<file path="src/rtl/dmem_arbiter.sv">
// Shares the data-memory port between speculative loads and committed stores,
// one transaction in flight. Optional perf counters: define DMEM_ARB_PERF_EN.
module dmem_arbiter #(
  parameter int STARVE_LIMIT = 4,
  parameter int CNT_W        = 3
) (
  input  logic        clk,
  input  logic        rst,
  input  logic        ld_req,
  input  logic [31:0] ld_addr,
  input  logic [3:0]  ld_rmask,
  output logic        ld_ready,
  input  logic        ld_flush,
  output logic        ld_resp_valid,
  output logic [31:0] ld_rdata,
  input  logic        st_empty,
  input  logic        st_full,
  input  logic [31:0] st_addr,
  input  logic [3:0]  st_wmask,
  input  logic [31:0] st_wdata,
  output logic        st_ren,
  output logic [31:0] dmem_addr,
  output logic [3:0]  dmem_rmask,
  output logic [3:0]  dmem_wmask,
  output logic [31:0] dmem_wdata,
  input  logic [31:0] dmem_rdata,
  input  logic        dmem_resp
`ifdef DMEM_ARB_PERF_EN
  ,
  output logic [31:0] perf_ld_cnt,
  output logic [31:0] perf_st_cnt,
  output logic [31:0] perf_stall_cnt
`endif
);

  typedef enum logic [1:0] {IDLE, LD_WAIT, ST_WAIT} state_t;

  localparam logic [CNT_W-1:0] LIMIT = CNT_W'(STARVE_LIMIT);

  state_t            r_state, w_state_nxt;
  logic [CNT_W-1:0]  r_starve_cnt, w_starve_nxt;
  logic              r_kill, w_kill_nxt;
  logic [31:0]       r_addr, w_addr_nxt;
  logic [3:0]        r_rmask, w_rmask_nxt;
  logic [3:0]        r_wmask, w_wmask_nxt;
  logic [31:0]       r_wdata, w_wdata_nxt;
  logic              w_st_pend, w_ld_vld, w_st_grant, w_ld_grant;
  logic              w_unused_bits;

  assign w_st_pend     = !st_empty;
  assign w_ld_vld      = ld_req && !ld_flush;
  assign w_unused_bits = &{1'b0, ld_addr[1:0], st_addr[1:0]};

  assign dmem_addr  = r_addr;
  assign dmem_rmask = r_rmask;
  assign dmem_wmask = r_wmask;
  assign dmem_wdata = r_wdata;

  always_comb begin
    w_state_nxt   = r_state;
    w_kill_nxt    = r_kill;
    w_addr_nxt    = r_addr;
    w_rmask_nxt   = r_rmask;
    w_wmask_nxt   = r_wmask;
    w_wdata_nxt   = r_wdata;
    w_st_grant    = 1'b0;
    w_ld_grant    = 1'b0;
    ld_ready      = 1'b0;
    ld_resp_valid = 1'b0;
    ld_rdata      = '0;
    st_ren        = 1'b0;
    unique case (r_state)
      IDLE: begin
        // A full FIFO or an exhausted starvation budget forces the store ahead.
        if (w_st_pend && (!w_ld_vld || st_full || r_starve_cnt == LIMIT)) begin
          w_st_grant  = 1'b1;
          w_state_nxt = ST_WAIT;
          w_addr_nxt  = {st_addr[31:2], 2'b00};
          w_wmask_nxt = st_wmask;
          w_wdata_nxt = st_wdata;
          w_rmask_nxt = '0;
        end else if (w_ld_vld) begin
          w_ld_grant  = 1'b1;
          ld_ready    = 1'b1;
          w_state_nxt = LD_WAIT;
          w_addr_nxt  = {ld_addr[31:2], 2'b00};
          w_rmask_nxt = ld_rmask;
          w_wmask_nxt = '0;
        end
      end
      LD_WAIT: begin
        if (dmem_resp) begin
          if (!r_kill && !ld_flush) begin
            ld_resp_valid = 1'b1;
            ld_rdata      = dmem_rdata;
          end
          w_rmask_nxt = '0;
          w_wmask_nxt = '0;
          w_kill_nxt  = 1'b0;
          w_state_nxt = IDLE;
        end else if (ld_flush) begin
          w_kill_nxt = 1'b1;
        end
      end
      ST_WAIT: begin
        if (dmem_resp) begin
          st_ren      = 1'b1;
          w_rmask_nxt = '0;
          w_wmask_nxt = '0;
          w_state_nxt = IDLE;
        end
      end
      default: w_state_nxt = IDLE;
    endcase

    w_starve_nxt = r_starve_cnt;
    if (st_empty || w_st_grant)
      w_starve_nxt = '0;
    else if (w_ld_grant && r_starve_cnt != LIMIT)
      w_starve_nxt = r_starve_cnt + CNT_W'(1);

    // Handshake strobes stay quiet while reset is held.
    if (rst) begin
      ld_ready      = 1'b0;
      ld_resp_valid = 1'b0;
      ld_rdata      = '0;
      st_ren        = 1'b0;
    end
  end

  always_ff @(posedge clk) begin
    if (rst) begin
      r_state      <= IDLE;
      r_starve_cnt <= '0;
      r_kill       <= 1'b0;
    end else begin
      r_state      <= w_state_nxt;
      r_starve_cnt <= w_starve_nxt;
      r_kill       <= w_kill_nxt;
    end
  end

  always_ff @(posedge clk) begin
    if (rst) begin
      r_addr  <= '0;
      r_rmask <= '0;
      r_wmask <= '0;
      r_wdata <= '0;
    end else begin
      r_addr  <= w_addr_nxt;
      r_rmask <= w_rmask_nxt;
      r_wmask <= w_wmask_nxt;
      r_wdata <= w_wdata_nxt;
    end
  end

`ifdef DMEM_ARB_PERF_EN
  always_ff @(posedge clk) begin
    if (rst) begin
      perf_ld_cnt    <= '0;
      perf_st_cnt    <= '0;
      perf_stall_cnt <= '0;
    end else begin
      if (w_ld_grant)          perf_ld_cnt    <= perf_ld_cnt + 32'd1;
      if (st_ren)              perf_st_cnt    <= perf_st_cnt + 32'd1;
      if (ld_req && !ld_ready) perf_stall_cnt <= perf_stall_cnt + 32'd1;
    end
  end
`endif

endmodule

</file>
<file path="config.mk">
export PLATFORM = sky130hd
export DESIGN_NAME = dmem_arbiter
export DESIGN_NICKNAME = d
export VERILOG_FILES = /design/src/rtl/dmem_arbiter.sv
export SDC_FILE = /design/constraint.sdc
export NUM_CORES = 1
export LEC_CHECK = 0
export ABC_AREA = 1
export BUFFER_PORTS_ARGS = -buffer_cell sky130_fd_sc_hd__buf_2
export CAP_MARGIN = 10
export CORE_MARGIN = 2
export CORE_UTILIZATION = 40
export CTS_BUF_LIST = sky130_fd_sc_hd__clkbuf_4
export CTS_CLUSTER_SIZE = 16
export DETAILED_ROUTE_END_ITERATION = 10
export PLACE_DENSITY = 0.82
export SLEW_MARGIN = 10
export SYNTH_ARGS = -nofsm -noshare
export SYNTH_HDL_FRONTEND = slang
export SYNTH_SLANG_ARGS = --single-unit
</file>
<file path="constraint.sdc">
create_clock -name clk -period 4.4 [get_ports clk]
set_input_delay 0.66 -clock clk [delete_from_list [all_inputs] [get_ports clk]]
set_output_delay 0.66 -clock clk [all_outputs]
set_load 0.03 [all_outputs]
</file>
==> qor_table.md, run 1 <==
| Metric | Value |
|---|---|
| Number of placement rows | 35 |
| Final Instance Count excl. Fillers | 959 |
| Launching point of the worst reg2reg path | r_state[0]$_SDFFE_PP0P_ |
| Busiest grt layer | met2 |
| Pleak | 3.16 nW |
| Die span in x | 102 um |
| Count of pins over their slew limit | 0 |
| Critical path class | reg -> out |
| Worst slew margin relative to its limit | 0.252 |
| Final worst clock skew | 0.0199 ns |
| Count of routing violations after the opening detailed-route iteration | 118 |
| Height of the chip | 102 um |
| Residual antenna-violating net count after detailed routing | 0 |
| Yosys warning total | 0 |
| Transition time at the pin with the least slew margin | 1.12 ns |
| CP startpoint kind | flip-flop |
| Filler Cells Inserted | 999 |
| Setup total negative slack | 0 ns |
| TritonCTS sink count | 76 |
| Clock latency on the worst-skew pair | 0.42 ns |
| Data arrival, critical path | 2.41 ns |
| RSZ-0062 raised after global routing | false |
| Fraction of post-synthesis cell area in the top cell type by area | 0.392 |
| Cell Area, Synth | 3880 um2 |
| CTS tree | yes |
| Max-capacitance violation count | 0 |
| Share of cells above drive strength 1 | 0.331 |
| Die Footprint | 10500 um2 |
| CTS Hold Bufs | 0 |
| Deepest level of the CTS H-tree | 3 |
| Biggest fanout along the worst timing path | 33 |
| Pin count of the biggest net entering global routing | 69 |
| Layout Nets | 970 |
| DP Wirelength | 8470 um |
| Overflow left after global routing | 0 |
| Launch point of the worst path | r_state[1]$_SDFFE_PP0P_ |
| Result of the run | finished clean |
| Post-synthesis average cell area | 6.42 um2 |
| Final hold viol count | 0 |
| Area inside the core boundary | 9330 um2 |
| Tot GR Track Use | 0.223 |
| Routing usage on met3 | 0.0759 |
| I/O pin total | 250 |
| Worst supply voltage drop on vdd | 0.159 mV |
| Top area cells in the synthesized netlist | sky130_fd_sc_hd__dfxtp_1 39%, sky130_fd_sc_hd__nand2_1 12%, sky130_fd_sc_hd__nor2_1 10%, sky130_fd_sc_hd__nand3_1 8.9%, sky130_fd_sc_hd__inv_1 8.3% |
| Average wire per standard cell | 12.4 um |
| Cell area power density | 347 nW/um2 |
| Layout-stage area growth over the synthesis result | 35.5% |
| Count of buffers added by post-CTS timing repair for setup | 0 |
| Proportion of synthesized chip area in sequential cells | 0.392 |
| Beginning of the worst hold path | dmem_wdata[11]$_SDFFE_PP0P_ |
| Vias in the first global route | 3999 |
| Antenna violations before repair | 4 |
| Hold Path Class | reg -> reg |
| Placed Instances | 940 |
| IO buf count | 243 |
| Clock root buffer | sky130_fd_sc_hd__clkbuf_4 |
| Met1 routing resource usage after global routing | 0.244 |
| Required time of the critical path | 3.74 ns |
| First-pass GRT wire length | 18300 um |
| Critical Path Sink Type | output port |
| Worst-case clock buffer depth | 2 |
| Post-synth cell types | 23 |
| Min Clock Period, post-route | 3.07 ns |
| Final routed wirelength across all metal layers | 11900 um |
| Met2 layer usage reported by global route | 0.401 |
| Overall via count from detail_route | 4524 |
| Clock edge transition at the registers on the reported setup and hold paths | 0.12 ns |
| Flip-flop and latch count after synthesis | 76 |
| Cell count after synthesis | 604 |
| Initial standard-cell utilization of the core | 0.416 |
| CTS resizes | 0 |
| Max Freq | 325 MHz |
| Final estimated routing congestion in global placement | 0.779 |
| Number of iterations in the first detailed-routing pass | 4 |
| Final number of setup-violating endpoints | 0 |
| Count of unresolved DRC violations after routing | 0 |
| Final worst path period share | 0.699 |
| Final core area utilization | 0.564 |
| Library cell with the largest summed area after synthesis | sky130_fd_sc_hd__dfxtp_1 |
| Vias per std cell | 4.72 |
| Number of clock buffers inserted by TritonCTS | 9 |
path summary, 6_finish.rpt:
kind,endpoint,slack [ns],depth (start not counted)
setup / recovery,ld_rdata[0],1.33,7
hold / removal,dmem_wdata[11]$_SDFFE_PP0P_,0.47,2
setup reg to reg,dmem_addr[3]$_SDFFE_PP0P_,1.96,10
hold reg to reg,dmem_wdata[11]$_SDFFE_PP0P_,0.47,2
critical path: stages (launching register included):
cell and delay, ns:
sky130_fd_sc_hd__dfxtp_1 0.35, sky130_fd_sc_hd__inv_1 0.08, sky130_fd_sc_hd__ha_1 0.17, sky130_fd_sc_hd__nand2_1 0.05, sky130_fd_sc_hd__inv_1 0.06, sky130_fd_sc_hd__nand3_1 0.74
sky130_fd_sc_hd__nor2_1 0.31, sky130_fd_sc_hd__buf_2 0.24
area by class of cell:
type                    instances  area, um2  area share
well taps                     129        161      0.0307
clock inverters                 7       98.8      0.0188
clock buffers                   9       67.6      0.0129
inverters                      89        334      0.0635
flip-flops and latches         76       1520       0.289
diodes                          3       7.51     0.00143
repair buffers                250       1270       0.241
multi-input cells             396       1800       0.342
routing by layer:
metal	vias to the layer above	wire length (um)
li1	2312	-
met1	2001	4600
met2	189	5960
met3	20	1080
met4	2	214
met5	-	13
synth_stat cells:
master                       n
sky130_fd_sc_hd__conb_1      1
sky130_fd_sc_hd__nand2_2     2
sky130_fd_sc_hd__inv_2       2
sky130_fd_sc_hd__ha_1        5
sky130_fd_sc_hd__dfxtp_1    76
sky130_fd_sc_hd__a21oi_1    39
sky130_fd_sc_hd__clkinv_1    1
sky130_fd_sc_hd__o21bai_2    1
sky130_fd_sc_hd__nand3_1    69
sky130_fd_sc_hd__buf_2      22
sky130_fd_sc_hd__nand4_1    37
sky130_fd_sc_hd__buf_1       3
sky130_fd_sc_hd__nor2_1    107
sky130_fd_sc_hd__nand2_1   129
sky130_fd_sc_hd__buf_6       1
sky130_fd_sc_hd__nor3_1      1
sky130_fd_sc_hd__nand3_2     1
sky130_fd_sc_hd__inv_1      86
sky130_fd_sc_hd__xor2_1      1
sky130_fd_sc_hd__a21oi_2     1
sky130_fd_sc_hd__clkbuf_1    8
sky130_fd_sc_hd__buf_4      10
sky130_fd_sc_hd__or2_1       1
power by group:
| group | switching (W) | internal [W] | total, W | leakage (nW) |
|---|---|---|---|---|
| sequential | 0.0000316 | 0.000755 | 0.000786 | 0.627 |
| clock | 0.000259 | 0.000234 | 0.000493 | 0.0869 |
| combinational | 0.000364 | 0.000179 | 0.000543 | 2.44 |
stage by stage:
step / instance area [um2] / setup WS [ns] / hold WS, ns / power (W)
after floorplan: 3880 / 2.07 / 0.460 / 0.00118
after global placement: 5080 / 1.51 / 0.447 / 0.00134
after detailed placement: 5080 / 1.46 / 0.451 / 0.00135
after CTS: 5250 / 1.30 / 0.468 / 0.00184
after global routing: 5260 / 0.977 / 0.442 / 0.00195
final: 5260 / 1.33 / 0.469 / 0.00182
kinds of logic after synthesis:
group,share of synthesized area
AO/OA/AOI/OAI,0.0555
adder cells (fa/ha/maj),0.0161
buffers and inverters,0.147
other,0.000967
AND/OR/NAND/NOR,0.386
flip-flops,0.392
XOR/XNOR,0.00226
cells in the final DEF, fill, tap and decap left out:
master / Yosys / final
sky130_fd_sc_hd__a21oi_4: 0 / 1
sky130_fd_sc_hd__conb_1: 1 / 2
sky130_fd_sc_hd__diode_2: 0 / 3
sky130_fd_sc_hd__clkbuf_4: 0 / 9
sky130_fd_sc_hd__nor3_1: 1 / 1
sky130_fd_sc_hd__bufinv_16: 0 / 2
sky130_fd_sc_hd__o21bai_2: 1 / 1
sky130_fd_sc_hd__ha_1: 5 / 5
sky130_fd_sc_hd__clkinv_1: 1 / 1
sky130_fd_sc_hd__nand2_1: 129 / 129
sky130_fd_sc_hd__xor2_1: 1 / 1
sky130_fd_sc_hd__nor2_1: 107 / 107
sky130_fd_sc_hd__dfxtp_1: 76 / 76
sky130_fd_sc_hd__nand3_2: 1 / 1
sky130_fd_sc_hd__a21oi_1: 39 / 39
sky130_fd_sc_hd__clkinv_2: 0 / 1
sky130_fd_sc_hd__inv_2: 2 / 3
sky130_fd_sc_hd__nand3_1: 69 / 69
sky130_fd_sc_hd__clkinvlp_4: 0 / 1
sky130_fd_sc_hd__nand4_1: 37 / 37
sky130_fd_sc_hd__nand2_2: 2 / 2
sky130_fd_sc_hd__clkinv_4: 0 / 1
sky130_fd_sc_hd__or2_1: 1 / 1
sky130_fd_sc_hd__buf_4: 10 / 7
sky130_fd_sc_hd__inv_6: 0 / 2
sky130_fd_sc_hd__inv_1: 86 / 85
sky130_fd_sc_hd__buf_2: 22 / 243
sequential cells by signal, indices dropped and copies added, names as in the netlist:
signal and count:
dmem_addr 30, dmem_rmask 4, dmem_wdata 32, dmem_wmask 4, r_kill 1, r_starve_cnt 3
r_state 2
(Power assumes the default switching activity.)
==> run 2, diff against run 1 <==
PLACE_DENSITY = 0.85   (was 0.82)
clock period = 2.8 ns   (was 4.4 ns; I/O delays follow)
==> run 2 against run 1 <==
  * Design area is 0.31% lower
  * Non-clock buffer count increased by 2
  * Clock power is 27% higher
  * Utilization fell by 0.17 points
  * Critical path depth is the same
  * Worst hold slack worse by 0.24 ns
  * Flip-flop and latch count is the same
  * Highest routed layer is now met4
==> qor_table.md, run 2 (synthesized netlist as in run 1, its figures left out) <==
| Metric | Value |
|---|---|
| Clock latency on the worst-skew pair | 0.44 ns |
| DP Wirelength | 8560 um |
| Max Freq | 408 MHz |
| Cell area power density | 520 nW/um2 |
| Clock root buffer | sky130_fd_sc_hd__clkbuf_4 |
| Count of pins over their slew limit | 0 |
| I/O pin total | 250 |
| Count of unresolved DRC violations after routing | 0 |
| Clock edge transition at the registers on the reported setup and hold paths | 0.13 ns |
| Data arrival, critical path | 2.03 ns |
| Required time of the critical path | 2.38 ns |
| Number of placement rows | 35 |
| Worst supply voltage drop on vdd | 0.245 mV |
| Final estimated routing congestion in global placement | 0.846 |
| Vias in the first global route | 3963 |
| Leading cell type in the layout, fill and taps excluded | sky130_fd_sc_hd__buf_2 |
| Part of the power in the clock network | 0.230 |
| Count of buffers added by post-CTS timing repair for setup | 0 |
| Vias per std cell | 4.69 |
| Met2 layer usage reported by global route | 0.384 |
| Overall via count from detail_route | 4498 |
| CTS resizes | 0 |
| Busiest grt layer | met2 |
| Routing usage on met3 | 0.0590 |
| Max-capacitance violation count | 0 |
| Number of buffer and inverter instances along the worst setup path | 3 |
| Antenna violations before repair | 3 |
| Result of the run | finished clean |
| Flip-flop count of the largest register, all copies and words added | 32 |
| Worst stage delay on the critical path | 0.35 ns |
| Initial standard-cell utilization of the core | 0.416 |
| Residual antenna-violating net count after detailed routing | 0 |
| Overflow left after global routing | 0 |
| Final hold viol count | 0 |
| Comb power frac | 0.316 |
| Biggest fanout along the worst timing path | 7 |
| Hold Path Class | in -> reg |
| Placed Instances | 942 |
| Share of cells above drive strength 1 | 0.333 |
| Pleak | 3.14 nW |
| Met1 routing resource usage after global routing | 0.239 |
| Area inside the core boundary | 9330 um2 |
| Average wire per standard cell | 12.3 um |
| Count of routing violations after the opening detailed-route iteration | 133 |
| Deepest level of the CTS H-tree | 3 |
| Leading cell types in the layout, fill and taps excluded | 243 x sky130_fd_sc_hd__buf_2, 129 x sky130_fd_sc_hd__nand2_1, 107 x sky130_fd_sc_hd__nor2_1 |
| Final number of setup-violating endpoints | 0 |
| Transition time at the pin with the least slew margin | 0.678 ns |
| Flop pwr share | 0.453 |
| Worst slew margin relative to its limit | 0.548 |
| Top delay family on crit path | simple AND/OR/NAND/NOR gates |
| CTS Hold Bufs | 0 |
| RSZ-0062 raised after global routing | false |
| IO buf count | 243 |
| Total internal power | 0.00167 W |
| Die span in x | 102 um |
| Pin count of the biggest net entering global routing | 66 |
| Critical Path Sink Type | output port |
| Switching Power | 0.00106 W |
| TritonCTS sink count | 76 |
| Layout Nets | 972 |
| Number of iterations in the first detailed-routing pass | 4 |
| Critical path class | reg -> out |
| Die Footprint | 10500 um2 |
| Final worst clock skew | 0.0244 ns |
| Number of clock buffers inserted by TritonCTS | 9 |
| Final routed wirelength across all metal layers | 11800 um |
| Height of the chip | 102 um |
| Tot GR Track Use | 0.215 |
| Slowest stage cell on the critical path | sky130_fd_sc_hd__dfxtp_1 |
| Layout-stage area growth over the synthesis result | 35.1% |
| Switching share of power | 0.388 |
| Min Clock Period, post-route | 2.45 ns |
| Final worst path period share | 0.876 |
| CP startpoint kind | flip-flop |
| Worst-case clock buffer depth | 2 |
| CTS tree | yes |
| Setup total negative slack | 0 ns |
| Critical path cell sequence | inv_1 > ha_1 > inv_1 > nor2_1 > nand2_1 > nor2_1 > buf_2 |
| Final Instance Count excl. Fillers | 960 |
| First-pass GRT wire length | 17700 um |
-- run 2: changes by cell type in the layout (fill, tap and decap cells not counted) --
cell,before,now
sky130_fd_sc_hd__buf_4,7,8
sky130_fd_sc_hd__clkinv_2,1,0
sky130_fd_sc_hd__diode_2,3,2
sky130_fd_sc_hd__buf_12,0,1
sky130_fd_sc_hd__inv_6,2,3
sky130_fd_sc_hd__clkinvlp_4,1,3
sky130_fd_sc_hd__bufinv_16,2,0
-- run 2: worst paths after layout --
| kind | slack (ns) | endpoint | cells past startpoint | from |
|---|---|---|---|---|
| worst max-delay path | 0.35 | ld_ready | 7 | r_state[0]$_SDFFE_PP0P_ |
| worst min-delay path | 0.23 | dmem_wmask[0]$_SDFFE_PP0P_ | 3 | st_wmask[0] |
| worst max register to register | 0.78 | dmem_addr[4]$_SDFFE_PP0P_ | 9 | r_state[0]$_SDFFE_PP0P_ |
| worst min register to register | 0.47 | dmem_wdata[2]$_SDFFE_PP0P_ | 2 | dmem_wdata[2]$_SDFFE_PP0P_ |
-- run 2: worst reg2reg max path: cells and delay by family, from the launching register on --
kind                       cells  cell delay (ns)
AOI/OAI and AO/OA              1             0.52
buffers and inverters          4             0.56
and+or+nand+nor                3             0.23
DFF                            1             0.35
adders and majority gates      1             0.31
-- run 2: layout make-up --
type / count / area (um2)
Fill cell: 964 / 4090
Multi-Input combinational cell: 396 / 1800
Sequential cell: 76 / 1520
Timing Repair Buffer: 252 / 1300
Inverter: 89 / 334
Tap cell: 129 / 161
Clock buffer: 9 / 67.6
Clock inverter: 7 / 57.6
Antenna cell: 2 / 5.00
-- run 2: per-stage QoR --
| stage | util | hold slack (ns) | instance area [um2] | setup slack, ns | power, W |
|---|---|---|---|---|---|
| floorplan | - | 0.460 | 3880 | 0.802 | 0.00185 |
| global placement | 0.548 | 0.447 | 5110 | 0.552 | 0.00211 |
| detailed placement | 0.548 | 0.449 | 5110 | 0.537 | 0.00212 |
| CTS | 0.561 | 0.204 | 5240 | 0.294 | 0.00275 |
| global route | 0.562 | 0.202 | 5240 | 0.134 | 0.00290 |
| finish | 0.562 | 0.232 | 5240 | 0.347 | 0.00272 |
-- run 2: routing by layer --
layer  wire length [um]  part of all wire  up-vias
met5                  0                 0        -
met4                301             0.025        0
met3                912             0.077       23
met2               5750              0.49      178
met1               4860              0.41     1975
li1                   -                 -     2322
-- run 2: power groups by stage --
stage / registers (W) / clock network, W / logic [W]
after floorplan: 0.00146 / 0 / 0.000387
after global placement: 0.00126 / 0 / 0.000857
after detailed placement: 0.00126 / 0 / 0.000865
after CTS: 0.00124 / 0.000651 / 0.000867
after global routing: 0.00125 / 0.000695 / 0.000957
final: 0.00123 / 0.000627 / 0.000862
